File: src/rtl/vga_scan_driver.sv
// VGA raster generator: scan counters for the pixel core, sync/blank aligned to its latency.
// Optional colour-bar source enabled by `define VGA_SCAN_TESTPATTERN_EN (adds test_en).
module vga_scan_driver #(
    parameter int unsigned H_ACTIVE = 640,
    parameter int unsigned H_FP     = 16,
    parameter int unsigned H_SYNC   = 96,
    parameter int unsigned H_BP     = 48,
    parameter int unsigned V_ACTIVE = 480,
    parameter int unsigned V_FP     = 10,
    parameter int unsigned V_SYNC   = 2,
    parameter int unsigned V_BP     = 33,
    parameter int unsigned PIPE_LAT = 1
) (
    input  logic       clk,
    input  logic       rst_n,
`ifdef VGA_SCAN_TESTPATTERN_EN
    input  logic       test_en,
`endif
    input  logic [5:0] pixel_in,
    output logic [9:0] pixel_col,
    output logic [8:0] pixel_row,
    output logic [1:0] vga_r,
    output logic [1:0] vga_g,
    output logic [1:0] vga_b,
    output logic       hsync,
    output logic       vsync,
    output logic       display_en,
    output logic       vblank_start,
    output logic [7:0] frame_cnt
);

    localparam int unsigned H_TOTAL = H_ACTIVE + H_FP + H_SYNC + H_BP;
    localparam int unsigned V_TOTAL = V_ACTIVE + V_FP + V_SYNC + V_BP;

`ifdef VGA_SCAN_TESTPATTERN_EN
    localparam int unsigned DW = 6;
    localparam logic [DW-1:0] DLY_RST = 6'b000110;
`else
    localparam int unsigned DW = 3;
    localparam logic [DW-1:0] DLY_RST = 3'b110;
`endif

    logic [9:0]    r_h_cnt;
    logic [9:0]    r_v_cnt;
    logic [7:0]    r_frame_cnt;
    logic          w_line_end;
    logic          w_frame_end;
    logic          w_de_raw;
    logic          w_hs_raw;
    logic          w_vs_raw;
    logic [DW-1:0] w_raw;
    logic [DW-1:0] w_dly;
    logic [5:0]    w_rgb_src;
    logic          r_hsync;
    logic          r_vsync;
    logic          r_de;
    logic [5:0]    r_rgb;

    assign w_line_end  = (r_h_cnt == 10'(H_TOTAL - 1));
    assign w_frame_end = (r_v_cnt == 10'(V_TOTAL - 1));

    always_ff @(posedge clk) begin
        if (!rst_n) begin
            r_h_cnt     <= '0;
            r_v_cnt     <= '0;
            r_frame_cnt <= '0;
        end else if (w_line_end) begin
            r_h_cnt <= '0;
            if (w_frame_end) begin
                r_v_cnt     <= '0;
                r_frame_cnt <= r_frame_cnt + 8'd1;
            end else begin
                r_v_cnt <= r_v_cnt + 10'd1;
            end
        end else begin
            r_h_cnt <= r_h_cnt + 10'd1;
        end
    end

    assign w_de_raw = (r_h_cnt < 10'(H_ACTIVE)) && (r_v_cnt < 10'(V_ACTIVE));
    assign w_hs_raw = !((r_h_cnt >= 10'(H_ACTIVE + H_FP)) &&
                        (r_h_cnt <  10'(H_ACTIVE + H_FP + H_SYNC)));
    assign w_vs_raw = !((r_v_cnt >= 10'(V_ACTIVE + V_FP)) &&
                        (r_v_cnt <  10'(V_ACTIVE + V_FP + V_SYNC)));

    // Delay-line word: {[col bar index,] vs, hs, de}
`ifdef VGA_SCAN_TESTPATTERN_EN
    assign w_raw = {r_h_cnt[9:7], w_vs_raw, w_hs_raw, w_de_raw};
`else
    assign w_raw = {w_vs_raw, w_hs_raw, w_de_raw};
`endif

    generate
        if (PIPE_LAT == 0) begin : g_bypass
            assign w_dly = w_raw;
        end else begin : g_delay
            logic [DW-1:0] r_sr [PIPE_LAT];
            always_ff @(posedge clk) begin
                if (!rst_n) begin
                    for (int unsigned i = 0; i < PIPE_LAT; i++) r_sr[i] <= DLY_RST;
                end else begin
                    r_sr[0] <= w_raw;
                    for (int unsigned i = 1; i < PIPE_LAT; i++) r_sr[i] <= r_sr[i-1];
                end
            end
            assign w_dly = r_sr[PIPE_LAT-1];
        end
    endgenerate

`ifdef VGA_SCAN_TESTPATTERN_EN
    logic [2:0] w_bar;
    assign w_bar = w_dly[5:3];
    always_comb begin
        w_rgb_src = pixel_in;
        if (test_en) w_rgb_src = {w_bar[2], w_bar[2], w_bar[1], w_bar[1], w_bar[0], w_bar[0]};
    end
`else
    assign w_rgb_src = pixel_in;
`endif

    always_ff @(posedge clk) begin
        if (!rst_n) begin
            r_hsync <= 1'b1;
            r_vsync <= 1'b1;
            r_de    <= 1'b0;
            r_rgb   <= '0;
        end else begin
            r_hsync <= w_dly[1];
            r_vsync <= w_dly[2];
            r_de    <= w_dly[0];
            r_rgb   <= w_dly[0] ? w_rgb_src : '0;
        end
    end

    assign pixel_col    = r_h_cnt;
    assign pixel_row    = r_v_cnt[8:0];
    assign frame_cnt    = r_frame_cnt;
    assign hsync        = r_hsync;
    assign vsync        = r_vsync;
    assign display_en   = r_de;
    assign vga_r        = r_rgb[5:4];
    assign vga_g        = r_rgb[3:2];
    assign vga_b        = r_rgb[1:0];
    // Gated by rst_n so a reset landing on the vblank position cannot strobe scene updates.
    assign vblank_start = rst_n && (r_h_cnt == '0) && (r_v_cnt == 10'(V_ACTIVE));

endmodule

File: config.mk
export PLATFORM = sky130hd
export DESIGN_NAME = vga_scan_driver
export DESIGN_NICKNAME = d
export VERILOG_FILES = /design/src/rtl/vga_scan_driver.sv
export SDC_FILE = /design/constraint.sdc
export NUM_CORES = 1
export LEC_CHECK = 0
export ABC_CLOCK_PERIOD_IN_PS = 4500
export BUFFER_PORTS_ARGS = -buffer_cell sky130_fd_sc_hd__buf_2
export CAP_MARGIN = 20
export CORE_ASPECT_RATIO = 0.6
export CORE_MARGIN = 2
export CORE_UTILIZATION = 55
export DETAILED_ROUTE_END_ITERATION = 8
export PLACE_DENSITY_LB_ADDON = 0.2
export SLEW_MARGIN = 20
export SYNTH_ARGS = -nofsm -noshare
export SYNTH_HDL_FRONTEND = slang
export SYNTH_SLANG_ARGS = --single-unit
File: constraint.sdc
create_clock -name clk -period 4.5 [get_ports clk]
set_input_delay 0.45 -clock clk [delete_from_list [all_inputs] [get_ports clk]]
set_output_delay 0.45 -clock clk [all_outputs]
set_load 0.02 [all_outputs]
==> After elaboration in Yosys (flattened, before gate mapping) <==
Memories as Yosys holds them, arrays and structs flattened.
Cells that the tools add are included.
{ "totals": {"ff_bits": 37, "mem_bits_rw": 3, "inputBits": 8, "elab_cells": 38, "mem_count": 1} }
{ "memory_table": {"columns": ["memory", "depth", "width", "rd", "rd_clocked_by_memory_dff", "wr", "line", "text"], "rows": [
  ["g_delay.r_sr", 1, 3, 1, 0, 1, "97", "logic [DW-1:0] r_sr [PIPE_LAT];"]
]} }
{ "classes": {"n_addsub": 3, "n_lt_le_gt_ge": 6, "n_eq_ne": 3, "mux": 5, "n_bitwise": 1, "reduce_logical": 12} }
{ "ops": {"columns": ["op", "count"], "rows": [
  ["$add A10 B1 Y10 const B", 2],
  ["$eq A10 B10 Y1 const B", 2],
  ["$lt A10 B10 Y1 const B", 2],
  ["$lt A10 B9 Y1 const B", 2],
  ["$eq A10 B9 Y1 const B", 1],
  ["$ge A10 B10 Y1 const B", 1],
  ["$ge A10 B9 Y1 const B", 1],
  ["$logic_not A10 Y1", 1],
  ["$mux W10", 1],
  ["$add A8 B1 Y8 const B", 1],
  ["$logic_and A1 B1 Y1", 5],
  ["$reduce_and A2 Y1", 2],
  ["$mux W1", 3],
  ["$mux W3", 1],
  ["$reduce_or A3 Y1", 1],
  ["$logic_not A1 Y1", 2],
  ["$reduce_or A2 Y1", 1],
  ["$not A1 Y1", 1]
]} }

==> Longest topological paths before layout <==
{ "depth": {"ltp_word": 4, "depth_mapped": 7, "mapped_depth_nobuf": 6} }

==> Worst setup path before layout <==
OpenSTA, ideal clock, no wires.
{ "synth_path": {"path_kind": "register to register", "startpoint": "reg r_h_cnt[0] (netlist: pixel_col[0])", "endpoint": "reg r_frame_cnt[6] (netlist: frame_cnt[6])", "setup_time_ps": 132, "t_arrival_ps": 2188, "slack_ps": 2180, "stages_incl_launch_ff": 8, "path_buffers": 2, "path_cell_list": "dfxtp_1 -> ha_1 -> nand4_1 -> or4_4 -> clkbuf_1 -> clkbuf_1 -> o31ai_1 -> a21oi_1"} }
{ "synth_between": {"elab_chain_len": 2} }
{ "synth_lines": {"columns": ["item", "line", "text"], "rows": [
  ["start: declaration", "43", "logic [9:0] r_h_cnt;"],
  ["start signal: assignment", "76", "r_h_cnt <= r_h_cnt + 10'd1;"],
  ["$eq A10 B10 Y1", "59", "assign w_line_end = (r_h_cnt == 10'(H_TOTAL - 1));"],
  ["$reduce_and A2 Y1 (no source line)", null, null],
  ["end signal: assignment", "71", "r_frame_cnt <= r_frame_cnt + 8'd1;"],
  ["end: declaration", "45", "logic [7:0] r_frame_cnt;"]
]} }
No other way between the ends.
A chain may end at the register's enable or synchronous reset.

==> Final worst setup path <==
{ "layout_path": {"startpoint": "reg r_h_cnt[0] (netlist: pixel_col[0])", "endpoint": "reg r_v_cnt[1]"} }
{ "layout_between": {"elab_chain_len": 1} }
{ "layout_lines": {"columns": ["item", "line", "text"], "rows": [
  ["$eq A10 B10 Y1", "59", null],
  ["end signal: assignment", "73", "r_v_cnt <= r_v_cnt + 10'd1;"],
  ["end: declaration", "44", "logic [9:0] r_v_cnt;"]
]} }
No other way between the ends.

==> metrics list <==
- Max stage delay cell, worst path: sky130_fd_sc_hd__or4_4
- Sequential cells account for 52.5% of the total power.
* Area growth from synthesis to layout: 15.1%
* Leading post-synthesis cells by instance count: sky130_fd_sc_hd__dfxtp_1, sky130_fd_sc_hd__nor2_1, sky130_fd_sc_hd__a21oi_1
* Finish-stage setup viols: 0
- Detailed placement finished with a half-perimeter wire length of 2550 um.
- The design draws 693 uW.
- The worst setup path is launched from a flop.
- In this run the worst setup path begins at pixel_col[0]$_SDFF_PP0_.
* First-pass detailed-route iteration total: 4
* Worst-case vdd ir drop: ~0.21 mV
- Number of logic stages on the critical path including buffering: 5
* Leakage: ~0.84 nW
* Standard-cell rows: 16
- In the detailed route, the total length drawn on met2 is 1520 um.
* Max Used Layer: met4
- For this run the aggregate overflow at the end of global routing stands at 0.
* Share of cells above drive strength 1: a little under a quarter
- The synthesized design devotes to its leading area cell type approximately 44% of total area.
- In this run, synthesis inferred 0 flip-flops with an integrated enable.
- Cts bufs inserted: 5
* Remaining number of nets flagged by the antenna check after routing: 0
- Share of total power consumed by net switching: between 20% and 30%
- Chip Width: roughly 78 um
- Hold buffers post-CTS: 0
- Final RePlAce weighted congestion: about 0.86
- Post-Syn Area per Cell: 8.96 um^2
- The first global-routing pass estimated roughly 6300 um of wire.
- Data required time at the worst endpoint: about 4.7 ns
* TritonCTS sink count: 40
- By area the synthesized netlist is led by sky130_fd_sc_hd__dfxtp_1, sky130_fd_sc_hd__o31ai_1, sky130_fd_sc_hd__or4_1.
* Net switching power: approximately 160 uW
* Achievable Freq: approximately 410 MHz
- Reg2Reg Capture Point: r_v_cnt[1]$_SDFFE_PN0N_
- Worst path cell trace: ha_1 -> nand4_1 -> or4_4 -> o21ai_1 -> nor2_1
- Largest net degree at the start of global routing: 30
- Internal portion of total power: 537 uW
* RSZ-0062 raised after global routing: false
* Total negative slack: 0 ns
- Gates resized during post-CTS repair numbered 0.
* Count of buffer and inverter cells on the critical path: 0
- Final hold violation count: 0
- Via count: 1548
- Final critical delay including setup and external delays: between 2 and 2.5 ns
- Synth Cell Area: 1810 um^2
- The tree is rooted in a sky130_fd_sc_hd__clkbuf_8.
* Count of state elements after synthesis: 40
- Primary flip-flop cell chosen by synthesis mapping: sky130_fd_sc_hd__dfxtp_1
- STA puts the critical path data arrival time at around 2.6 ns.
- Antenna fix cells: 0
- Initial DRC Count: 89
- After clock tree synthesis, the setup repair step added 0 buffers.
- Across all register-to-register paths, the minimum setup slack is about 2.0 ns.
- The worst register-to-register path begins at pixel_col[0]$_SDFF_PP0_.
* Kind of critical path: reg2reg
* DRC Markers: 0
* Overall global routing resource usage: between 20% and 30%
* Number of distinct library cell variants in the gate-level netlist after synthesis: 31
- Core Footprint: 3200 um^2
- Flip-flop and latch area: 801 um^2
- Slowest stage delay, CP: about 0.73 ns
* CP endpoint: r_v_cnt[1]$_SDFFE_PN0N_
* Result of the run: finished, final reports clean
- The routed design uses around 320 um of met3 wire.
* Worst slew margin relative to its limit: 53.8%
- Syn_nets: 215
* H-Tree Depth: 2
* Library cell with the highest instance count after synthesis: sky130_fd_sc_hd__dfxtp_1
- Worst Setup End Kind: flop
- At the later pin of the worst-skew pair, clock insertion delay measures 0.30 ns.
- After detailed routing, the number of vias per cell comes to approximately 5.5.
- After synthesis, the share of flip-flops with an asynchronous set or reset is 0%.
* Maximum net fanout on the critical path: 29
* Wirelength, routed: between 3000 and 4000 um
- Starting density of the core: about 56%
- In this design, the largest share of critical-path delay is due to simple AND/OR/NAND/NOR gates.
- Worst Reg2Reg Path Length in Cells: 5
* Number of port buffers: 44
- Fraction of the cycle the final worst path needs: about 55%
- Height of the chip: 48.4 um
* Combinational cell fraction of total power: 4.1%
* Slew at the pin closest to its max-slew limit: 0.689 ns
- Number of max-slew violations in the final report: 0
* Largest area contributor in the synthesized netlist: sky130_fd_sc_hd__dfxtp_1
* Cells after synthesis: ~200
* Average wire length per cell after detail routing: approximately 13 um
* Clock Skew: approximately 0.0024 ns
- HP Class: in2reg
- Number of buffers between clock root and the deepest sink: 2
- Total die area: roughly 3800 um^2
- Vias in the first global route: approximately 1400
- FILL cells: 284
* Initial antenna violation count: 0
- Count of synthesis-stage warnings from yosys: 0
- TritonCTS clock tree: done
* Routed length on met1: 1820 um
- For this run, the post-layout net count is about 250.
* Seq/Total Area, Yosys: around 44%
- Max-capacitance violation count: 0
- Clock transition at the registers of the reported paths: ~0.080 ns
- The multi-input combinational cells in the finished layout cover a total of between 800 and 900 um^2.
- Clock share of power: a little over two fifths
- Dividing total power by cell area gives a power density of roughly 330 nW/um^2.
- Number of ports placed on the die boundary: 45
-- metrics by stage --
step | util (%) | setup slack [ns] | hold WS [ns] | cell area, um^2 | instances
floorplan | - | 2.18 | 0.386 | 1810 | 202
global placement | 61.4 | 2.19 | 0.393 | 1970 | 273
detailed placement | 61.4 | 2.09 | 0.395 | 1970 | 273
CTS | 65.0 | 2.06 | 0.379 | 2080 | 281
global route | 65.0 | 1.85 | 0.380 | 2080 | 281
finish | 65.0 | 2.03 | 0.388 | 2080 | 281
-- area by class of cell --
cell class / count / share of cell area, %
clock buffer: 5 / 3.30
timing repair buffer: 44 / 10.6
inverter: 10 / 1.80
tap: 45 / 2.70
sequential: 40 / 38.4
multi-input combinational: 134 / 41.0
clock inverter: 3 / 2.22
-- state kept, by name, indices dropped and copies added, names as in the netlist --
signal	count
display_en	1
vsync	1
pixel_col	10
hsync	1
g_delay.r_sr	3
frame_cnt	8
r_v_cnt	10
r_rgb	6
-- worst min-delay path by stage --
stage,from,to,slack [ns],depth (start not counted)
after floorplan,g_delay.r_sr[0][1]$_SDFF_PN1_,hsync$_SDFF_PN1_,0.39,1
after global placement,g_delay.r_sr[0][2]$_SDFF_PN1_,vsync$_SDFF_PN1_,0.39,1
after detailed placement,g_delay.r_sr[0][2]$_SDFF_PN1_,vsync$_SDFF_PN1_,0.40,1
after CTS,pixel_in[2],r_rgb[2]$_SDFF_PN0_,0.38,2
after global routing,pixel_in[2],r_rgb[2]$_SDFF_PN0_,0.38,2
final,pixel_in[2],r_rgb[2]$_SDFF_PN0_,0.39,2
-- worst register-to-register path, stage by stage (launching register included) --
cell and delay, ns:
sky130_fd_sc_hd__dfxtp_1 0.42, sky130_fd_sc_hd__ha_1 0.26, sky130_fd_sc_hd__nand4_1 0.18, sky130_fd_sc_hd__or4_4 0.73, sky130_fd_sc_hd__o21ai_1 0.62, sky130_fd_sc_hd__nor2_1 0.12
-- layout by cell type, fill, tap and decap left out, types with 5 or more instances in the layout --
cell | synthesis | final
sky130_fd_sc_hd__buf_2 | 1 | 44
sky130_fd_sc_hd__nor2_1 | 16 | 16
sky130_fd_sc_hd__nand3_1 | 9 | 9
sky130_fd_sc_hd__inv_1 | 10 | 10
sky130_fd_sc_hd__or3_1 | 5 | 5
sky130_fd_sc_hd__nand2_1 | 8 | 8
sky130_fd_sc_hd__xnor2_1 | 8 | 8
sky130_fd_sc_hd__ha_1 | 5 | 5
sky130_fd_sc_hd__o31ai_1 | 10 | 10
sky130_fd_sc_hd__clkbuf_8 | 0 | 5
sky130_fd_sc_hd__dfxtp_1 | 40 | 40
sky130_fd_sc_hd__or4_1 | 10 | 10
sky130_fd_sc_hd__nand4_1 | 9 | 9
sky130_fd_sc_hd__a21oi_1 | 14 | 14
sky130_fd_sc_hd__and3_1 | 6 | 6
sky130_fd_sc_hd__nor3_1 | 5 | 5
-- routing by layer --
metal  global-route usage, %  up-vias
li1                        -      788
met4                    7.31        0
met3                    6.16        2
met2                    30.6       66
met1                    30.0      692
met5                       0        -
-- power groups by stage --
stage / Combinational (mW) / Sequential [mW] / Clock (mW)
6_report: 0.0287 / 0.364 / 0.301
5_1_grt: 0.0316 / 0.365 / 0.319
4_1_cts: 0.0289 / 0.364 / 0.307
3_5_place_dp: 0.0288 / 0.372 / 0
3_3_place_gp: 0.0287 / 0.372 / 0
2_1_floorplan: 0.0127 / 0.377 / 0
-- cell families after synthesis --
logic type / synth area share (%)
adders and majority gates: 3.46
muxes: 1.11
and+or+nand+nor: 27.6
xor gates and xnor gates: 5.33
buffers and inverters: 8.57
AOI/OAI and AO/OA: 9.68
DFF: 44.3
(Power assumes the default switching activity.)
